--- src/rtl/mem_access_unit.sv ---
// Memory-stage access unit: turns EX/MEM load/store into a valid/ready request
// to a multi-cycle data memory, stalls the pipeline until done, aborts on timeout.
module mem_access_unit #(
  parameter int SIZE    = 32,
  parameter int TIMEOUT = 255
) (
  input  logic            CLK,
  input  logic            RST_N,
  input  logic            MemWriteM,
  input  logic            MemToRegM,
  input  logic [SIZE-1:0] ALUOutM,
  input  logic [SIZE-1:0] WriteDataM,
  output logic            StallM,
  output logic [SIZE-1:0] ReadDataM,
  output logic            MemErrM,
  output logic            MemReqValid,
  input  logic            MemReqReady,
  output logic            MemReqWe,
  output logic [SIZE-1:0] MemReqAddr,
  output logic [SIZE-1:0] MemReqWData,
  input  logic            MemRspValid,
  input  logic [SIZE-1:0] MemRspRData
);

  typedef enum logic [1:0] {
    IDLE     = 2'd0,
    REQ      = 2'd1,
    WAIT_RSP = 2'd2,
    DONE     = 2'd3
  } state_t;

  localparam int               CNT_W    = 16;
  localparam logic [CNT_W-1:0] CNT_LAST = CNT_W'(TIMEOUT - 1);

  state_t            state_reg;
  state_t            state_next;
  logic [CNT_W-1:0]  cnt_reg;
  logic              we_reg;
  logic              err_reg;
  logic [SIZE-1:0]   addr_reg;
  logic [SIZE-1:0]   wdata_reg;
  logic [SIZE-1:0]   rdata_reg;

  logic              access_present;
  logic              handshake;
  logic              rsp_hit;
  logic              expired;
  logic              abort;
  logic              stall_comb;
  logic              unused_addr_bits;

  assign access_present   = MemWriteM | MemToRegM;
  assign handshake        = (state_reg == REQ) && MemReqReady;
  assign rsp_hit          = (state_reg == WAIT_RSP) && MemRspValid;
  assign expired          = (cnt_reg >= CNT_LAST);
  // Completion in the final allowed cycle wins over the abort.
  assign abort            = expired &&
                            (((state_reg == REQ) && !MemReqReady) ||
                             ((state_reg == WAIT_RSP) && !MemRspValid));
  assign unused_addr_bits = ^ALUOutM[1:0];

  // State register
  always_ff @(posedge CLK or negedge RST_N) begin
    if (!RST_N) begin
      state_reg <= IDLE;
    end else begin
      state_reg <= state_next;
    end
  end

  // Next-state logic
  always_comb begin
    state_next = state_reg;
    case (state_reg)
      IDLE: begin
        if (access_present) state_next = REQ;
      end
      REQ: begin
        if (handshake)  state_next = we_reg ? DONE : WAIT_RSP;
        else if (abort) state_next = DONE;
      end
      WAIT_RSP: begin
        if (rsp_hit || abort) state_next = DONE;
      end
      DONE: begin
        state_next = IDLE;
      end
      default: state_next = IDLE;
    endcase
  end

  // Request latch, timeout counter, error flag and load result
  always_ff @(posedge CLK or negedge RST_N) begin
    if (!RST_N) begin
      cnt_reg   <= '0;
      we_reg    <= 1'b0;
      err_reg   <= 1'b0;
      addr_reg  <= '0;
      wdata_reg <= '0;
      rdata_reg <= '0;
    end else begin
      case (state_reg)
        IDLE: begin
          if (access_present) begin
            we_reg    <= MemWriteM;
            addr_reg  <= {ALUOutM[SIZE-1:2], 2'b00};
            wdata_reg <= WriteDataM;
            cnt_reg   <= '0;
            err_reg   <= 1'b0;
          end
        end
        REQ, WAIT_RSP: begin
          cnt_reg <= cnt_reg + 1'b1;
          if (rsp_hit) begin
            rdata_reg <= MemRspRData;
          end else if (abort) begin
            err_reg <= 1'b1;
            if (!we_reg) rdata_reg <= '0;
          end
        end
        default: begin
        end
      endcase
    end
  end

  // Output logic
  always_comb begin
    stall_comb  = 1'b0;
    MemReqValid = 1'b0;
    MemErrM     = 1'b0;
    case (state_reg)
      IDLE:     stall_comb = access_present;
      REQ: begin
        stall_comb  = 1'b1;
        MemReqValid = 1'b1;
      end
      WAIT_RSP: stall_comb = 1'b1;
      DONE:     MemErrM = err_reg;
      default: begin
      end
    endcase
  end

  // Reset releases the pipeline in the same cycle it is asserted.
  assign StallM      = stall_comb & RST_N;
  assign ReadDataM   = rdata_reg;
  assign MemReqWe    = we_reg;
  assign MemReqAddr  = addr_reg;
  assign MemReqWData = wdata_reg;

endmodule

--- config.mk ---
export PLATFORM = sky130hd
export DESIGN_NAME = mem_access_unit
export DESIGN_NICKNAME = d
export VERILOG_FILES = /design/src/rtl/mem_access_unit.sv
export SDC_FILE = /design/constraint.sdc
export NUM_CORES = 1
export LEC_CHECK = 0
export CAP_MARGIN = 20
export CORE_ASPECT_RATIO = 1.5
export CORE_MARGIN = 2
export CORE_UTILIZATION = 45
export DETAILED_ROUTE_END_ITERATION = 10
export HOLD_SLACK_MARGIN = 0.15
export PLACE_DENSITY = 0.82
export SETUP_SLACK_MARGIN = 0.2
export SLEW_MARGIN = 5
export SYNTH_ARGS = -nofsm -noshare
export SYNTH_HDL_FRONTEND = slang
export SYNTH_SLANG_ARGS = --single-unit
--- constraint.sdc ---
create_clock -name CLK -period 3.6 [get_ports CLK]
set_clock_uncertainty 0.1 [all_clocks]
set_input_delay 0.72 -clock CLK [delete_from_list [all_inputs] [get_ports CLK]]
set_output_delay 0.72 -clock CLK [all_outputs]
set_load 0.05 [all_outputs]
==> results of run 1 <==
report_power, final:
| part | internal (µW) | switching, µW | total (µW) |
|---|---|---|---|
| sequential | 1880 | 354 | 2240 |
| clock | 953 | 552 | 1510 |
| combinational | 1660 | 3040 | 4690 |
final timing paths:
check                                     from        endpoint  cells after the start
worst max-delay path              state_reg[1]          StallM                      5
worst min-delay path                     RST_N   ReadDataM[10]                      1
worst max register to register    state_reg[0]     cnt_reg[15]                      6
worst min register to register  MemReqAddr[23]  MemReqAddr[23]                      1
max in group asynchronous                RST_N   ReadDataM[21]                      2
min in group CLK                MemReqAddr[23]  MemReqAddr[23]                      1
metal layers:
metal	track usage, %	up-vias
met5	0	-
met1	25.2	1930
met3	6.60	30
li1	-	1869
met4	10.3	0
met2	42.1	180
stage by stage:
step	utilization, %	cell area [µm²]	setup WS [ns]
6_report	70.9	7510	0.457
5_1_grt	70.9	7510	0.303
4_1_cts	70.9	7510	0.427
3_5_place_dp	65.9	6980	0.836
3_3_place_gp	65.9	6980	0.893
2_1_floorplan	-	4880	1.11
layout make-up:
type,count,area [µm²]
clock inverter,11,90.1
timing repair buffer,203,2010
multi-input combinational,274,1910
inverter,7,26.3
sequential,114,2850
tap,144,180
clock buffer,20,447
fill,768,3080
cell families after synthesis:
group	count (synthesis)	share of synthesized area [%]
simple gates	132	13.0
buf+inv	31	2.82
mux	67	15.4
other cells	1	0.0768
fa+ha+maj	8	2.05
flops	114	58.4
compound gates	65	8.15
worst register-to-register path: stages, from the launching register on:
cell,delay [ns]
dfrtp_1,0.42
inv_1,0.12
ha_1,0.28
or3b_1,0.31
nand2_2,0.26
nor4_1,0.36
mux2_2,0.38
synth_stat cells, types with 2 or more instances:
master,number
dfrtp_1,114
nand2_1,79
mux2_2,66
o21ai_0,40
nand3_1,13
clkbuf_1,10
buf_2,8
ha_1,8
a22o_1,7
inv_1,7
nand4_1,4
nor2_1,4
nor3_1,4
nor4_1,4
a21oi_1,3
and3_1,3
clkbuf_2,3
nand3b_1,3
o211ai_1,3
or4b_1,3
a2bb2oi_1,2
and4_1,2
buf_4,2
nand2b_1,2
o31ai_1,2
o41ai_1,2
or4_1,2
cell usage in the layout (no fill, tap or decap), drive strengths merged, types with 4 or more instances in the layout:
master	netlist	final
clkinv	0	9
nand2	80	80
nor3	4	4
ha	8	8
nor2	4	4
nand4	4	4
nor4	4	4
clkbuf	13	20
o21ai	41	41
clkdlybuf4s50	0	195
nand3	14	14
buf	11	8
inv	7	7
mux2	66	66
a22o	8	8
dfrtp	114	114
==> out/metrics.csv, run 1 <==
stage;metric;value;unit
logic_synthesis;yosysWarningCount;0;
logic_synthesis;synth_edf_count;0;
detailed_routing;wl_met3;908;µm
logic_synthesis;netlist_instances;418;
floorplan;rows;46;
logic_synthesis;netlist_top_cells_area;dfrtp_1 (58%), mux2_2 (15%), nand2_1 (6.1%);
detailed_routing;first_pass_iters;4;
sta;hold_violations;0;
sta;worstMarginPinSlew;0.932;ns
sta;hold_ws;0.214;ns
power_and_ir_drop;leakagePower;0.00318;µW
detailed_routing;highest_layer;met4;
finish;nets;727;
finish;drive_gt1_share;17.2;%
finish;area_growth;53.9;%
cts;cts_root_buf;clkbuf_16;
global_routing;grt_overflow_total;0;
sta;setup_violations;0;
worst_setup_path;critPathMaxStageDelay;0.76;ns
power_and_ir_drop;irDropWorstVdd;0.704;mV
worst_setup_path;crit_type;flop to primary output;
worst_setup_path;required;2.78;ns
worst_setup_path;r2r_setup_slack;1.26;ns
global_routing;grt_pass1_wl;21.3;mm
global_routing;grt_pass1_vias;4138;
finish;num_antenna_cells;0;
worst_setup_path;crit_path_cell_trace;inv_1, ha_1, nand2b_1, and3_1, buf_4;
finish;instances_no_fill;773;
global_routing;globalRouteTotalUtil;23.7;%
floorplan;start_util;46.1;%
floorplan;die_x;89.0;µm
sta;clock.fmax;318;MHz
floorplan;io_pins;202;
worst_setup_path;path_max_fanout;24;
worst_setup_path;end_kind;primary output;
sta;rsz0062_at_grt;false;
logic_synthesis;synth_area_per_cell;11.7;µm²
outcome;outcome;completed;
cts;post_cts_resized;0;
global_routing;grt_max_degree;75;
worst_setup_path;crit_path_start_kind;flop;
logic_synthesis;yosysTopAreaCell;dfrtp_1;
floorplan;die_area;11700;µm²
power_and_ir_drop;power;8440;µW
floorplan;die_y;132;µm
logic_synthesis;synthArstFlopShare;100;%
flow_run;maxCapViolCount;0;
detailed_routing;met1Wirelength;4.86;mm
detailed_routing;wl_per_cell;17.5;µm
detailed_routing;drc;0;
sta;fin_crit_sh;87.3;%
cts;ctsHoldBuffers;0;
cts;clk_latency;0.39;ns
worst_setup_path;crit_family;adder cells;
power_and_ir_drop;power-per-cell-area;1120;nW/µm²
detailed_routing;drtIter0Drc;152;
sta;setup_tns;0;ns
detailed_routing;routed_wl;13.5;mm
logic_synthesis;ys_seq_elements;114;
sta;max_slew_margin;37.9;%
global_routing;antenna_found_initial;0;
sta;drv_slew;0;
cts;clock_path_buffers;2;
cts;clk_pin_slew;0.05;ns
placement;port_buffers;197;
detailed_routing;antenna_left;0;
worst_setup_path;critPathBufInv;2;
logic_synthesis;ys_types;45;
logic_synthesis;syn-cell-area;4880;µm²
cts;cts_setup_buffers;0;
cts;cts-buffers-inserted;17;
placement;gp_congestion;0.864;
logic_synthesis;ys.flop_type;dfrtp_1;
detailed_routing;vias;4009;
cts;cts_max_level;4;
cts;cts_tree;yes;
placement;placed_cells;742;
cts;clock_sinks;114;
logic_synthesis;synth_top_area_share;58.4;%
worst_setup_path;cp.arrival;2.32;ns
worst_setup_path;slowest_stage;ha_1;
placement;place_hpwl;9.53;mm
detailed_routing;vias_per_cell;5.19;
sta;post-route-min-period;3.14;ns
logic_synthesis;ys_seq_area_share;58.4;%
floorplan;fp.coreArea;10600;µm²
min_path;hp-class;primary input to asynchronous set/reset pin;
detailed_routing;met2WireLength;7.30;mm
Note: power is estimated with default switching activity, not from simulation.
==> run 2, diff against run 1 <==
Settings changed: CORE_UTILIZATION 45 to 43, PLACE_DENSITY 0.82 to 0.78.
Clock period 3.6 ns to 3.56 ns, I/O delays scaled along.
==> out/metrics.csv, run 2 (synthesized netlist as in run 1, its figures left out) <==
stage;metric;value;unit
global_routing;grt_max_degree;87;
worst_setup_path;critPathMaxStageDelay;0.85;ns
finish;num_antenna_cells;0;
placement;port_buffers;197;
sta;worst_slack;0.715;ns
finish;most-common-layout-cells;clkdlybuf4s50_1 (195), dfrtp_1 (114), nand2_1 (79);
worst_setup_path;crit_path_cell_trace;inv_1, ha_1, clkdlybuf4s50_1;
detailed_routing;wl_per_cell;18.4;µm
finish;nets;731;
cts;cts_setup_buffers;0;
detailed_routing;vias;4019;
cts;cts_tree;yes;
detailed_routing;drc;0;
finish;final_common_cell;clkdlybuf4s50_1;
sta;post-route-min-period;2.85;ns
placement;dpl_worst_slack;0.806;ns
worst_setup_path;crit_type;flop to primary output;
cts;clock_path_buffers;2;
worst_setup_path;r2r_cells;6;
worst_setup_path;path_max_fanout;6;
floorplan;rows;47;
worst_setup_path;cp.arrival;2.03;ns
sta;fin_crit_sh;79.9;%
detailed_routing;highest_layer;met4;
power_and_ir_drop;leakagePower;0.00319;µW
global_routing;grt_overflow_total;0;
power_and_ir_drop;seqPwrFrac;26.5;%
floorplan;die_y;134;µm
detailed_routing;wl_met3;787;µm
cts;post_cts_resized;0;
finish;fin_util;68.3;%
finish;final_area;7550;µm²
floorplan;io_pins;202;
detailed_routing;drtIter0Drc;173;
sta;hold_violations;0;
cts;clock_sinks;114;
cts;cts_root_buf;clkbuf_16;
power_and_ir_drop;power;8520;µW
power_and_ir_drop;power-per-cell-area;1130;nW/µm²
floorplan;start_util;44.1;%
min_path;hp-class;flop to flop;
min_path;worstHoldPathCells;1;
placement;place_hpwl;10.4;mm
global_routing;globalRouteTotalUtil;23.7;%
sta;max_slew_margin;46.8;%
worst_setup_path;crit_family;buffers and inverters;
outcome;outcome;completed;
finish;drive_gt1_share;17.9;%
worst_setup_path;critPathBufInv;2;
worst_setup_path;end_kind;primary output;
cts;clk_pin_slew;0.05;ns
cts;ctsHoldBuffers;1;
sta;setup_violations;0;
finish;nFillCells;813;
power_and_ir_drop;pwr-share-comb;56.3;%
floorplan;die_area;12200;µm²
power_and_ir_drop;swShare;47.6;%
cts;clk_latency;0.40;ns
power_and_ir_drop;irDropWorstVdd;0.968;mV
power_and_ir_drop;switching_power;4050;µW
floorplan;die_x;91.0;µm
floorplan;fp.coreArea;11100;µm²
detailed_routing;antenna_left;0;
placement;placed_area;7000;µm²
flow_run;maxCapViolCount;0;
finish;area_growth;54.8;%
power_and_ir_drop;clockPowerShare;17.2;%
sta;rsz0062_at_grt;false;
detailed_routing;routed_wl;14.3;mm
sta;worstMarginPinSlew;0.798;ns
cts;cts_max_level;4;
worst_setup_path;cp_num_cells;3;
worst_setup_path;required;2.75;ns
cts;cts-buffers-inserted;17;
detailed_routing;met2WireLength;7.82;mm
global_routing;grt_pass1_vias;4210;
global_routing;grt_pass1_wl;22.5;mm
global_routing;antenna_found_initial;0;
detailed_routing;first_pass_iters;4;
placement;gp_congestion;0.846;
sta;setup_tns;0;ns
worst_setup_path;crit_path_start_kind;flop;
sta;drv_slew;0;
worst_setup_path;slowest_stage;clkdlybuf4s50_1;
detailed_routing;met1Wirelength;5.23;mm
detailed_routing;vias_per_cell;5.15;
sta;clock.fmax;351;MHz
power_and_ir_drop;internal_power;4470;µW
==> run 2: metal layers <==
layer	vias up	global-route usage [%]
li1	1879	-
met1	1950	25.5
met2	159	43.4
met3	31	6.42
met4	0	10.4
met5	-	0
==> run 2: area by class of cell <==
type	instances	area (µm²)	share of cell area, %
timing repair buffer	207	2060	27.3
multi-input combinational	274	1910	25.2
inverter	7	26.3	0.348
clock inverter	14	95.1	1.26
sequential	114	2850	37.8
clock buffer	17	425	5.63
tap	147	184	2.43
==> run 2: per-stage QoR <==
stage / hold slack (ns) / cells
2_1_floorplan: 0.316 / 419
3_3_place_gp: 0.384 / 747
6_report: 0.401 / 780
3_5_place_dp: 0.392 / 747
5_1_grt: 0.412 / 780
4_1_cts: 0.403 / 779
==> run 2: path summary, 6_finish.rpt <==
path	startpoint	end	slack, ns
max in group asynchronous	RST_N	MemReqAddr[26]	1.90
setup / recovery	state_reg[1]	MemReqValid	0.71
hold / removal	MemReqWData[19]	MemReqWData[19]	0.40
setup reg to reg	state_reg[0]	cnt_reg[15]	1.21
min in group asynchronous	RST_N	ReadDataM[16]	0.56
hold reg to reg	MemReqWData[19]	MemReqWData[19]	0.40
==> run 2: power groups by stage <==
stage / registers, µW / clock network, µW / logic (µW)
after floorplan: 4160 / 0 / 1220
after global placement: 2210 / 0 / 4710
after detailed placement: 2270 / 0 / 4800
after CTS: 2260 / 1490 / 4820
after global routing: 2330 / 1550 / 5030
final: 2260 / 1460 / 4800
